$ cat config.mk
export PLATFORM = sky130hd
export DESIGN_NAME = fpu_issue_queue_flat
export DESIGN_NICKNAME = d
export VERILOG_FILES = /design/src/rtl/fpu_pkg.sv /design/src/rtl/fpu_issue_queue_if.sv /design/src/rtl/fpu_req_fifo.sv /design/src/rtl/fpu_issue_queue.sv /design/src/flat_wrapper.sv
export SDC_FILE = /design/constraint.sdc
export NUM_CORES = 1
export LEC_CHECK = 0
export CORE_MARGIN = 4
export CORE_UTILIZATION = 54
export CTS_CLUSTER_SIZE = 14
export DETAILED_ROUTE_END_ITERATION = 10
export MAX_ROUTING_LAYER = met4
export PLACE_DENSITY = 0.87
export SLEW_MARGIN = 20
export SYNTH_ARGS = -nofsm -noshare
export SYNTH_HDL_FRONTEND = slang
export SYNTH_SLANG_ARGS = --single-unit
$ cat constraint.sdc
create_clock -name Clock -period 4.3 [get_ports Clock]
set_input_delay 0.645 -clock Clock [delete_from_list [all_inputs] [get_ports Clock]]
set_output_delay 0.645 -clock Clock [all_outputs]
set_load 0.02 [all_outputs]
$ cat src/rtl/fpu_pkg.sv
// Shared types and constants for the FPU request front-end.
package fpu_pkg;

    localparam logic        OP_ADD  = 1'b0;
    localparam logic        OP_MUL  = 1'b1;
    localparam logic [31:0] FPU_NAN = 32'hFFFF_FFFF;

    typedef enum logic [1:0] {IDLE, ISSUE, WAIT, HOLD} state_t;

    typedef struct packed {
        logic        op;
        logic [31:0] data1;
        logic [31:0] data2;
    } fpu_req_t;

endpackage

$ cat src/rtl/fpu_issue_queue_if.sv
// Request, FPU-side and response signals of the issue queue.
interface fpu_issue_queue_if;

    logic        Req_Valid;
    logic        Req_Ready;
    logic        Req_Op;
    logic [31:0] Req_Data1;
    logic [31:0] Req_Data2;
    logic [31:0] Data1;
    logic [31:0] Data2;
    logic        Op;
    logic        In_Data_Valid;
    logic [31:0] Data_Out;
    logic        Out_Data_Valid;
    logic        Rsp_Valid;
    logic        Rsp_Ready;
    logic [31:0] Rsp_Data;
    logic        Rsp_Timeout;
    logic        Busy;

    modport slave (
        input  Req_Valid, Req_Op, Req_Data1, Req_Data2, Data_Out, Out_Data_Valid, Rsp_Ready,
        output Req_Ready, Data1, Data2, Op, In_Data_Valid, Rsp_Valid, Rsp_Data, Rsp_Timeout, Busy
    );

    modport master (
        output Req_Valid, Req_Op, Req_Data1, Req_Data2, Data_Out, Out_Data_Valid, Rsp_Ready,
        input  Req_Ready, Data1, Data2, Op, In_Data_Valid, Rsp_Valid, Rsp_Data, Rsp_Timeout, Busy
    );

endinterface

$ cat src/rtl/fpu_req_fifo.sv
// DEPTH-entry request FIFO; pointers carry an extra wrap bit to tell full from empty.
module fpu_req_fifo
    import fpu_pkg::*;
#(
    parameter int unsigned DEPTH = 4
) (
    input  logic     Clock,
    input  logic     Reset,
    input  logic     push,
    input  fpu_req_t push_data,
    input  logic     pop,
    output fpu_req_t pop_data,
    output logic     full,
    output logic     empty
);

    localparam int unsigned AW      = $clog2(DEPTH);
    localparam logic [AW:0] PTR_ONE = (AW + 1)'(1);

    logic [AW:0] wr_ptr;
    logic [AW:0] rd_ptr;
    fpu_req_t    mem [DEPTH];

    assign full     = (wr_ptr[AW] != rd_ptr[AW]) && (wr_ptr[AW-1:0] == rd_ptr[AW-1:0]);
    assign empty    = (wr_ptr == rd_ptr);
    assign pop_data = mem[rd_ptr[AW-1:0]];

    always_ff @(posedge Clock or posedge Reset) begin
        if (Reset) begin
            wr_ptr <= '0;
            rd_ptr <= '0;
        end else begin
            if (push && !full)
                wr_ptr <= wr_ptr + PTR_ONE;
            if (pop && !empty)
                rd_ptr <= rd_ptr + PTR_ONE;
        end
    end

    always_ff @(posedge Clock) begin
        if (push && !full)
            mem[wr_ptr[AW-1:0]] <= push_data;
    end

endmodule

$ cat src/rtl/fpu_issue_queue.sv
// FPU front-end: buffers requests, keeps one operation in flight, returns result or timeout.
module fpu_issue_queue
    import fpu_pkg::*;
#(
    parameter int unsigned DEPTH   = 4,
    parameter int unsigned TIMEOUT = 64
) (
    input  logic               Clock,
    input  logic               Reset,
    fpu_issue_queue_if.slave   bus
);

    localparam int unsigned     CW       = $clog2(TIMEOUT);
    localparam logic [CW-1:0]   CNT_LAST = CW'(TIMEOUT - 1);
    localparam logic [CW-1:0]   CNT_ONE  = CW'(1);

    state_t        state;
    state_t        next_state;
    fpu_req_t      req_in;
    fpu_req_t      head;
    logic          fifo_full;
    logic          fifo_empty;
    logic          pop;
    logic          issue;
    logic          cap_data;
    logic          cap_timeout;
    logic          rsp_valid;
    logic [CW-1:0] wait_cnt;
    logic [31:0]   data1_q;
    logic [31:0]   data2_q;
    logic          op_q;
    logic [31:0]   rsp_data_q;
    logic          rsp_timeout_q;

    assign req_in = '{op: bus.Req_Op, data1: bus.Req_Data1, data2: bus.Req_Data2};

    fpu_req_fifo #(.DEPTH(DEPTH)) u_fifo (
        .Clock     (Clock),
        .Reset     (Reset),
        .push      (bus.Req_Valid),
        .push_data (req_in),
        .pop       (pop),
        .pop_data  (head),
        .full      (fifo_full),
        .empty     (fifo_empty)
    );

    always_ff @(posedge Clock or posedge Reset) begin
        if (Reset)
            state <= IDLE;
        else
            state <= next_state;
    end

    // Out_Data_Valid is only looked at in WAIT, and there it beats the timeout.
    always_comb begin
        next_state  = state;
        pop         = 1'b0;
        issue       = 1'b0;
        cap_data    = 1'b0;
        cap_timeout = 1'b0;
        rsp_valid   = 1'b0;
        case (state)
            IDLE: begin
                if (!fifo_empty) begin
                    pop        = 1'b1;
                    next_state = ISSUE;
                end
            end
            ISSUE: begin
                issue      = 1'b1;
                next_state = WAIT;
            end
            WAIT: begin
                if (bus.Out_Data_Valid) begin
                    cap_data   = 1'b1;
                    next_state = HOLD;
                end else if (wait_cnt == CNT_LAST) begin
                    cap_timeout = 1'b1;
                    next_state  = HOLD;
                end
            end
            HOLD: begin
                rsp_valid = 1'b1;
                if (bus.Rsp_Ready)
                    next_state = IDLE;
            end
            default: next_state = IDLE;
        endcase
    end

    always_ff @(posedge Clock or posedge Reset) begin
        if (Reset) begin
            data1_q       <= '0;
            data2_q       <= '0;
            op_q          <= 1'b0;
            wait_cnt      <= '0;
            rsp_data_q    <= '0;
            rsp_timeout_q <= 1'b0;
        end else begin
            if (pop) begin
                data1_q <= head.data1;
                data2_q <= head.data2;
                op_q    <= head.op;
            end
            if (issue)
                wait_cnt <= '0;
            else if (state == WAIT && wait_cnt != '1)
                wait_cnt <= wait_cnt + CNT_ONE;
            if (cap_data) begin
                rsp_data_q    <= bus.Data_Out;
                rsp_timeout_q <= 1'b0;
            end else if (cap_timeout) begin
                rsp_data_q    <= FPU_NAN;
                rsp_timeout_q <= 1'b1;
            end
        end
    end

    assign bus.Req_Ready     = !fifo_full;
    assign bus.Data1         = data1_q;
    assign bus.Data2         = data2_q;
    assign bus.Op            = op_q;
    assign bus.In_Data_Valid = issue;
    assign bus.Rsp_Valid     = rsp_valid;
    assign bus.Rsp_Data      = rsp_data_q;
    assign bus.Rsp_Timeout   = rsp_timeout_q;
    assign bus.Busy          = (state != IDLE) || !fifo_empty;

endmodule

$ cat src/flat_wrapper.sv
// flat-port wrapper written by rule: the top's interface ports become plain ports
module fpu_issue_queue_flat import fpu_pkg::*;
#(
    parameter int unsigned DEPTH   = 4,
    parameter int unsigned TIMEOUT = 64
)
  (Clock, Reset, bus_Req_Valid, bus_Req_Op, bus_Req_Data1, bus_Req_Data2, bus_Data_Out, bus_Out_Data_Valid, bus_Rsp_Ready, bus_Req_Ready, bus_Data1, bus_Data2, bus_Op, bus_In_Data_Valid, bus_Rsp_Valid, bus_Rsp_Data, bus_Rsp_Timeout, bus_Busy);
  fpu_issue_queue_if bus_i ();
  input  logic Clock;
  input  logic Reset;
  input wire logic [$bits(bus_i.Req_Valid)-1:0] bus_Req_Valid;
  input wire logic [$bits(bus_i.Req_Op)-1:0] bus_Req_Op;
  input wire logic [$bits(bus_i.Req_Data1)-1:0] bus_Req_Data1;
  input wire logic [$bits(bus_i.Req_Data2)-1:0] bus_Req_Data2;
  input wire logic [$bits(bus_i.Data_Out)-1:0] bus_Data_Out;
  input wire logic [$bits(bus_i.Out_Data_Valid)-1:0] bus_Out_Data_Valid;
  input wire logic [$bits(bus_i.Rsp_Ready)-1:0] bus_Rsp_Ready;
  output wire logic [$bits(bus_i.Req_Ready)-1:0] bus_Req_Ready;
  output wire logic [$bits(bus_i.Data1)-1:0] bus_Data1;
  output wire logic [$bits(bus_i.Data2)-1:0] bus_Data2;
  output wire logic [$bits(bus_i.Op)-1:0] bus_Op;
  output wire logic [$bits(bus_i.In_Data_Valid)-1:0] bus_In_Data_Valid;
  output wire logic [$bits(bus_i.Rsp_Valid)-1:0] bus_Rsp_Valid;
  output wire logic [$bits(bus_i.Rsp_Data)-1:0] bus_Rsp_Data;
  output wire logic [$bits(bus_i.Rsp_Timeout)-1:0] bus_Rsp_Timeout;
  output wire logic [$bits(bus_i.Busy)-1:0] bus_Busy;
  assign bus_i.Req_Valid = bus_Req_Valid;
  assign bus_i.Req_Op = bus_Req_Op;
  assign bus_i.Req_Data1 = bus_Req_Data1;
  assign bus_i.Req_Data2 = bus_Req_Data2;
  assign bus_i.Data_Out = bus_Data_Out;
  assign bus_i.Out_Data_Valid = bus_Out_Data_Valid;
  assign bus_i.Rsp_Ready = bus_Rsp_Ready;
  assign bus_Req_Ready = bus_i.Req_Ready;
  assign bus_Data1 = bus_i.Data1;
  assign bus_Data2 = bus_i.Data2;
  assign bus_Op = bus_i.Op;
  assign bus_In_Data_Valid = bus_i.In_Data_Valid;
  assign bus_Rsp_Valid = bus_i.Rsp_Valid;
  assign bus_Rsp_Data = bus_i.Rsp_Data;
  assign bus_Rsp_Timeout = bus_i.Rsp_Timeout;
  assign bus_Busy = bus_i.Busy;
  fpu_issue_queue #(.DEPTH(DEPTH), .TIMEOUT(TIMEOUT)) u_core (.Clock(Clock), .Reset(Reset), .bus(bus_i));
endmodule
After elaboration in Yosys (flattened, before gate mapping):

Memories as Yosys holds them, arrays and structs flattened. A register that Yosys moved wholly into a read port is not among the register bits.
Cells that the tools add are included.

* flip-flop bits (word level): 47
* latch bits: 0
* bits in writable memories: 260
* bits in read-only memories: 0
* input bits: 102
* output and inout port bits: 102
* logic and storage cells: 55
* memories: 1

* add/sub/neg operators: 3
* multiply operators: 0
* div/mod/pow operators: 0
* magnitude comparators: 0
* eq/ne operators: 11
* shift operators: 0
* multiplexer cells: 22
* bitwise operators: 0
* reduce and logical (&&, ||, !) cells: 12

Memories
* u_core.u_fifo.mem: words 4, bits a word 65, rd ports 1, clocked after memory_dff 1, wr ports 1, RTL line fpu_req_fifo.sv:22 `fpu_req_t mem [DEPTH];`

Operators with widths (count)
* 2-to-1 mux 32 bit: 2
* 2-to-1 mux 1 bit: 13
* 2-to-1 mux 6 bit: 2
* 2-to-1 mux 2 bit: 4
* case mux 2 bit (4 select lines): 1
* adder 3 x 1 -> 3 bit, second input constant: 2
* adder 6 x 1 -> 6 bit, second input constant: 1
* == test 6 bit, second input constant: 1
* inequality test 6 bit, second input constant: 1
* nonzero test 2 bit: 3
* == test 2 bit, second input constant: 2
* logical AND 1 bit: 4
* inequality test 2 bit, second input constant: 2
* == test 3 bit: 1
* inequality test 3 x 2 -> 1 bit, second input constant: 1
* AND reduction 3 bit: 1
* == test 2 x 1 -> 1 bit, second input constant: 1
* == test 2 bit: 1
* logical NOT 1 bit: 2
* logical NOT 2 bit: 1
* logical OR 1 bit: 1
* inequality test 1 bit: 1

Longest topological paths before layout:

* word-level depth: 6
* mapped depth: 6
* depth with buffers taken out: 6

Cells and area by module:

From an unflattened synthesis, not the netlist that was laid out.

* cells, all modules: 722
* area total of the unflattened synthesis: 14154.8 µm²

By module, submodules not included
* fpu_req_fifo: instances 1, cells each 390, area each 9903.2 µm², sequential area each 7957.6 µm²
* fpu_issue_queue: instances 1, cells each 332, area each 4251.6 µm², sequential area each 2652.5 µm²

Worst setup path after synthesis:

Ideal clock, no wire load.

* path type: register -> register
* start: reg u_core.u_fifo.rd_ptr[0]
* end: mem u_core.u_fifo.mem[3][0] (netlist name), enable pin
* setup time: 432 ps
* arrival time: 2748 ps
* data required time: 3868 ps
* setup slack: 1120 ps
* cell stages (with the launch flop): 6
* buffers on the path: 2
* clock period less this slack: 3180 ps
* path through: dfrtp_1 -> buf_6 -> xor2_1 -> or3_1 -> buf_2 -> and3_1

* longest elaborated chain between the ends: 6

RTL lines
* start: declaration: RTL line fpu_req_fifo.sv:21 `logic [AW:0] rd_ptr;`
* start signal: assignment: RTL line fpu_req_fifo.sv:36 `rd_ptr <= rd_ptr + PTR_ONE;`
* == test 2 bit: RTL line fpu_req_fifo.sv:24 `assign full = (wr_ptr[AW] != rd_ptr[AW]) && (wr_ptr[AW-1:0] == rd_ptr[AW-1:0]);`
* logical AND 1 bit: RTL line fpu_req_fifo.sv:24
* logical NOT 1 bit
* net bus_Req_Ready: RTL line flat_wrapper.sv:18 `output wire logic [$bits(bus_i.Req_Ready)-1:0] bus_Req_Ready;`
* logical AND 1 bit: RTL line fpu_req_fifo.sv:41 `if (push && !full)`
* 2-to-1 mux 1 bit: RTL line fpu_req_fifo.sv:41
* 2-to-1 mux 1 bit (not written as such): RTL line fpu_req_fifo.sv:42 `mem[wr_ptr[AW-1:0]] <= push_data;`
* end: declaration: RTL line fpu_req_fifo.sv:22

The timed path passes the listed nets, and every way through them passes these cells.

Final worst setup path:

* start: reg u_core.u_fifo.rd_ptr[0]
* end: out bus_Req_Ready

* longest elaborated chain between the ends: 3

RTL lines
* == test 2 bit: RTL line fpu_req_fifo.sv:24
* logical AND 1 bit: RTL line fpu_req_fifo.sv:24
* logical NOT 1 bit: RTL line fpu_issue_queue.sv:120 `assign bus.Req_Ready = !fifo_full;`
* end: declaration: RTL line flat_wrapper.sv:18

No other way between the ends.

==> key figures <==
Synth
  • Syn nets: between 700 and 800
  • Dominant cells by area after synthesis: edfxtp_1, dfrtp_1, mux4_2
  • Synthesized instance count: about 630
  • Number of synthesized flops with an enable pin: 260
  • Ys async rst share: 0.301
  • Synth cell types: 32
  • Seq/Total Area, Yosys: 0.766
  • Cell accounting for the most synthesized area: edfxtp_1
  • Syn Std Cell Area: ~14000 sq um
  • Ys Warns: 0
  • Avg Inst Size Synth: ~22 sq um
  • Dominant synthesized flop cell: edfxtp_1
  • Seq cells post-synth: roughly 370
  • Top cell type's share of synthesized area: 0.564

Clocking
  • Clk buf depth: 3
  • CTS tree: done
  • Post-CTS setup buffers: 0
  • # resized after CTS: 0
  • Count of hold-fix buffers inserted at cts: 0
  • H-tree depth: 2
  • Worst-Skew Late Latency: between 500 and 600 ps
  • Clk slew on worst S/H paths: 50 ps
  • TritonCTS Buffers: 38
  • Clock Root Buffer: clkbuf_16
  • Clock sinks: 372

Setup path
  • WS Path Type: reg2out
  • Cells on worst reg2reg path: 3
  • Startpoint Class: register
  • Setup crit end kind: output pin
  • Worst-path fanout max: 25
  • CP required: about 3700 ps
  • Worst R2R Setup Slack: approximately 1600 ps
  • Worst R2R End: u_core.u_fifo.mem[2][38]
  • Worst r2r src: u_core.u_fifo.rd_ptr[0]
  • Critical Path AT: between 2000 and 3000 ps

Power and ir drop
  • Switch share: 0.305
  • Sw Pwr: 4000 uW
  • Internal: a little over 9000 uW
  • PD cells: 758 nW/um^2
  • Clk network pwr share: 0.232
  • Peak supply drop: between 0.0004 and 0.0005 V
  • Flop pwr share: 0.424
  • Comb pwr share: 0.344
  • Static Leakage: just over 0.006 uW

Timing
  • Min Tclk post-route: approximately 3200 ps
  • # setup viols final: 0
  • F_max: about 310 MHz
  • Setup Total Neg Slack: 0 ps
  • Max_slew headroom: 0.260
  • Worst Skew: between 10 and 15 ps
  • Worst Hold Margin: roughly 490 ps
  • Final Hold Fails: 0
  • Slew Viols, Final: 0
  • RSZ-0062 raised after global routing: false
  • Period Utilization, post-route: 0.744
  • Worst-Margin Slew: 1110 ps

Finish
  • Filler instances: about 1600
  • Commonest cells after routing, fill and taps aside: edfxtp_1, clkdlybuf4s50_1, dfrtp_1
  • Area Overhead vs Synth: 25.0%
  • Layout cell share with drive strength beyond 1: 0.208
  • Multi-input logic area: 3030 sq um
  • Nets: between 900 and 1000
  • Commonest non-fill, non-tap cell in the layout: edfxtp_1
  • Register area: around 11000 sq um

Route
  • TritonRoute pass-1 iters: 4
  • Final WL: approximately 27 mm
  • DRT iter0 DRCs: between 400 and 500
  • Final ANT Viol Nets: 0
  • Routed WL per cell: 22.6 um
  • Via count of the routed design: between 6000 and 7000
  • # DRC: 0
  • Via/cell ratio: between 5 and 6

Worst hold path
  • Hold path start: u_core.bus.Rsp_Data[21]
  • Worst hold stages: 1
  • Hold WC Path Type: reg2reg
  • Worst-case hold path end point: u_core.bus.Rsp_Data[21]

Floorplan
  • Die area: about 28000 sq um
  • Std-Cell Rows: 58
  • Initial Util: 0.550
  • Chip height: approximately 170 um
  • Chip width: between 150 and 200 um
  • Top-level I/O count: a little over 200
  • Core Area: 25200 sq um

Global route
  • GRT Overall Usage: 0.200
  • Congestion Overflow GR: 0
  • First-pass GRT wire length: 42.7 mm
  • Largest net degree at the start of global routing: 74
  • Initial antenna violation count: 1
  • Vias in the first global route: about 7500

Job
  • Max cap viols: 0

Placed design
  • GP Congestion: a little over 0.8
  • DP HPWL: about 16 mm
  • Number of port buffers: approximately 200

Run status
  • Status: completed
-- through the flow --
stage                      util  total power (uW)  cells  setup slack [ps]  area [sq um]
after floorplan               -              8490    634               696         13900
after global placement    0.642             10100   1142              1570         16200
after detailed placement  0.642             10200   1142              1560         16200
after CTS                 0.687             13300   1210              1030         17300
after global routing      0.688             13800   1211               955         17300
final                     0.688             13100   1211              1100         17300
-- critical path: stages, from the launching register on --
cell and delay [ps]:
dfrtp_4 740, xor2_1 380, or3_1 270, clkdlybuf4s50_1 660
-- flip-flops by register name, indices dropped and copies added (netlist names) --
register,cells
u_core.bus.Data1,32
u_core.bus.Data2,32
u_core.bus.Op,1
u_core.bus.Rsp_Data,32
u_core.bus.Rsp_Timeout,1
u_core.state,2
u_core.u_fifo.mem,260
u_core.u_fifo.rd_ptr,3
u_core.u_fifo.wr_ptr,3
u_core.wait_cnt,6
-- metal layers --
metal / GRT usage / routed length (um) / vias up
li1: - / - / 2986
met3: 0.0463 / 1910 / 44
met5: - / 0 / -
met2: 0.334 / 14000 / 250
met1: 0.257 / 11000 / 3558
met4: 0.0434 / 446 / 0
-- power by group through the flow --
stage,logic (uW),clock network (uW),registers [uW]
after floorplan,2470,0,6020
after global placement,4480,0,5570
after detailed placement,4590,0,5630
after CTS,4620,3110,5580
after global routing,4850,3270,5680
final,4520,3040,5560
-- synth_stat cells (2+ instances only) --
library cell	count
o211ai_1	3
xor2_1	9
mux2_2	60
buf_2	11
and3_1	6
ha_1	11
mux2i_1	2
or3_1	2
nor2_1	8
clkbuf_1	9
nand2_1	3
mux2_1	8
a21oi_1	3
o22a_1	32
mux4_1	6
edfxtp_1	260
mux4_2	59
inv_1	8
nand3_1	2
xnor2_1	3
buf_6	7
dfrtp_1	112
-- worst max path at each step --
| stage | cells after the start | slack (ps) | from | end |
|---|---|---|---|---|
| global placement | 3 | 1570 | u_core.u_fifo.rd_ptr[0] | u_core.u_fifo.mem[3][51] |
| global route | 3 | 960 | u_core.u_fifo.rd_ptr[0] | bus_Req_Ready |
| floorplan | 1 | 700 | Reset | u_core.bus.Data1[0] |
| CTS | 3 | 1030 | u_core.u_fifo.rd_ptr[0] | bus_Req_Ready |
| finish | 3 | 1100 | u_core.u_fifo.rd_ptr[0] | bus_Req_Ready |
| detailed placement | 3 | 1560 | u_core.u_fifo.rd_ptr[0] | u_core.u_fifo.mem[2][2] |
-- logic make-up (layout without fill, tap and decap cells) --
| group | after synthesis | in the layout | share of synthesized area |
|---|---|---|---|
| buffers and inverters | 38 | 284 | 0.0171 |
| adders and majority gates | 11 | 11 | 0.00993 |
| muxes | 135 | 135 | 0.164 |
| AOI/OAI and AO/OA | 43 | 43 | 0.0270 |
| and+or+nand+nor | 23 | 23 | 0.00858 |
| DFF | 372 | 372 | 0.766 |
| xor gates and xnor gates | 12 | 12 | 0.00759 |
| other | 0 | 1 | 0 |
-- layout make-up --
class	count	area share
diodes	1	0.000145
clock buffers	59	0.0624
clock inverters	9	0.00405
inverters	8	0.00188
multi-input cells	224	0.175
flip-flops and latches	372	0.613
well taps	330	0.0238
repair buffers	208	0.120
(Power assumes the default switching activity.)
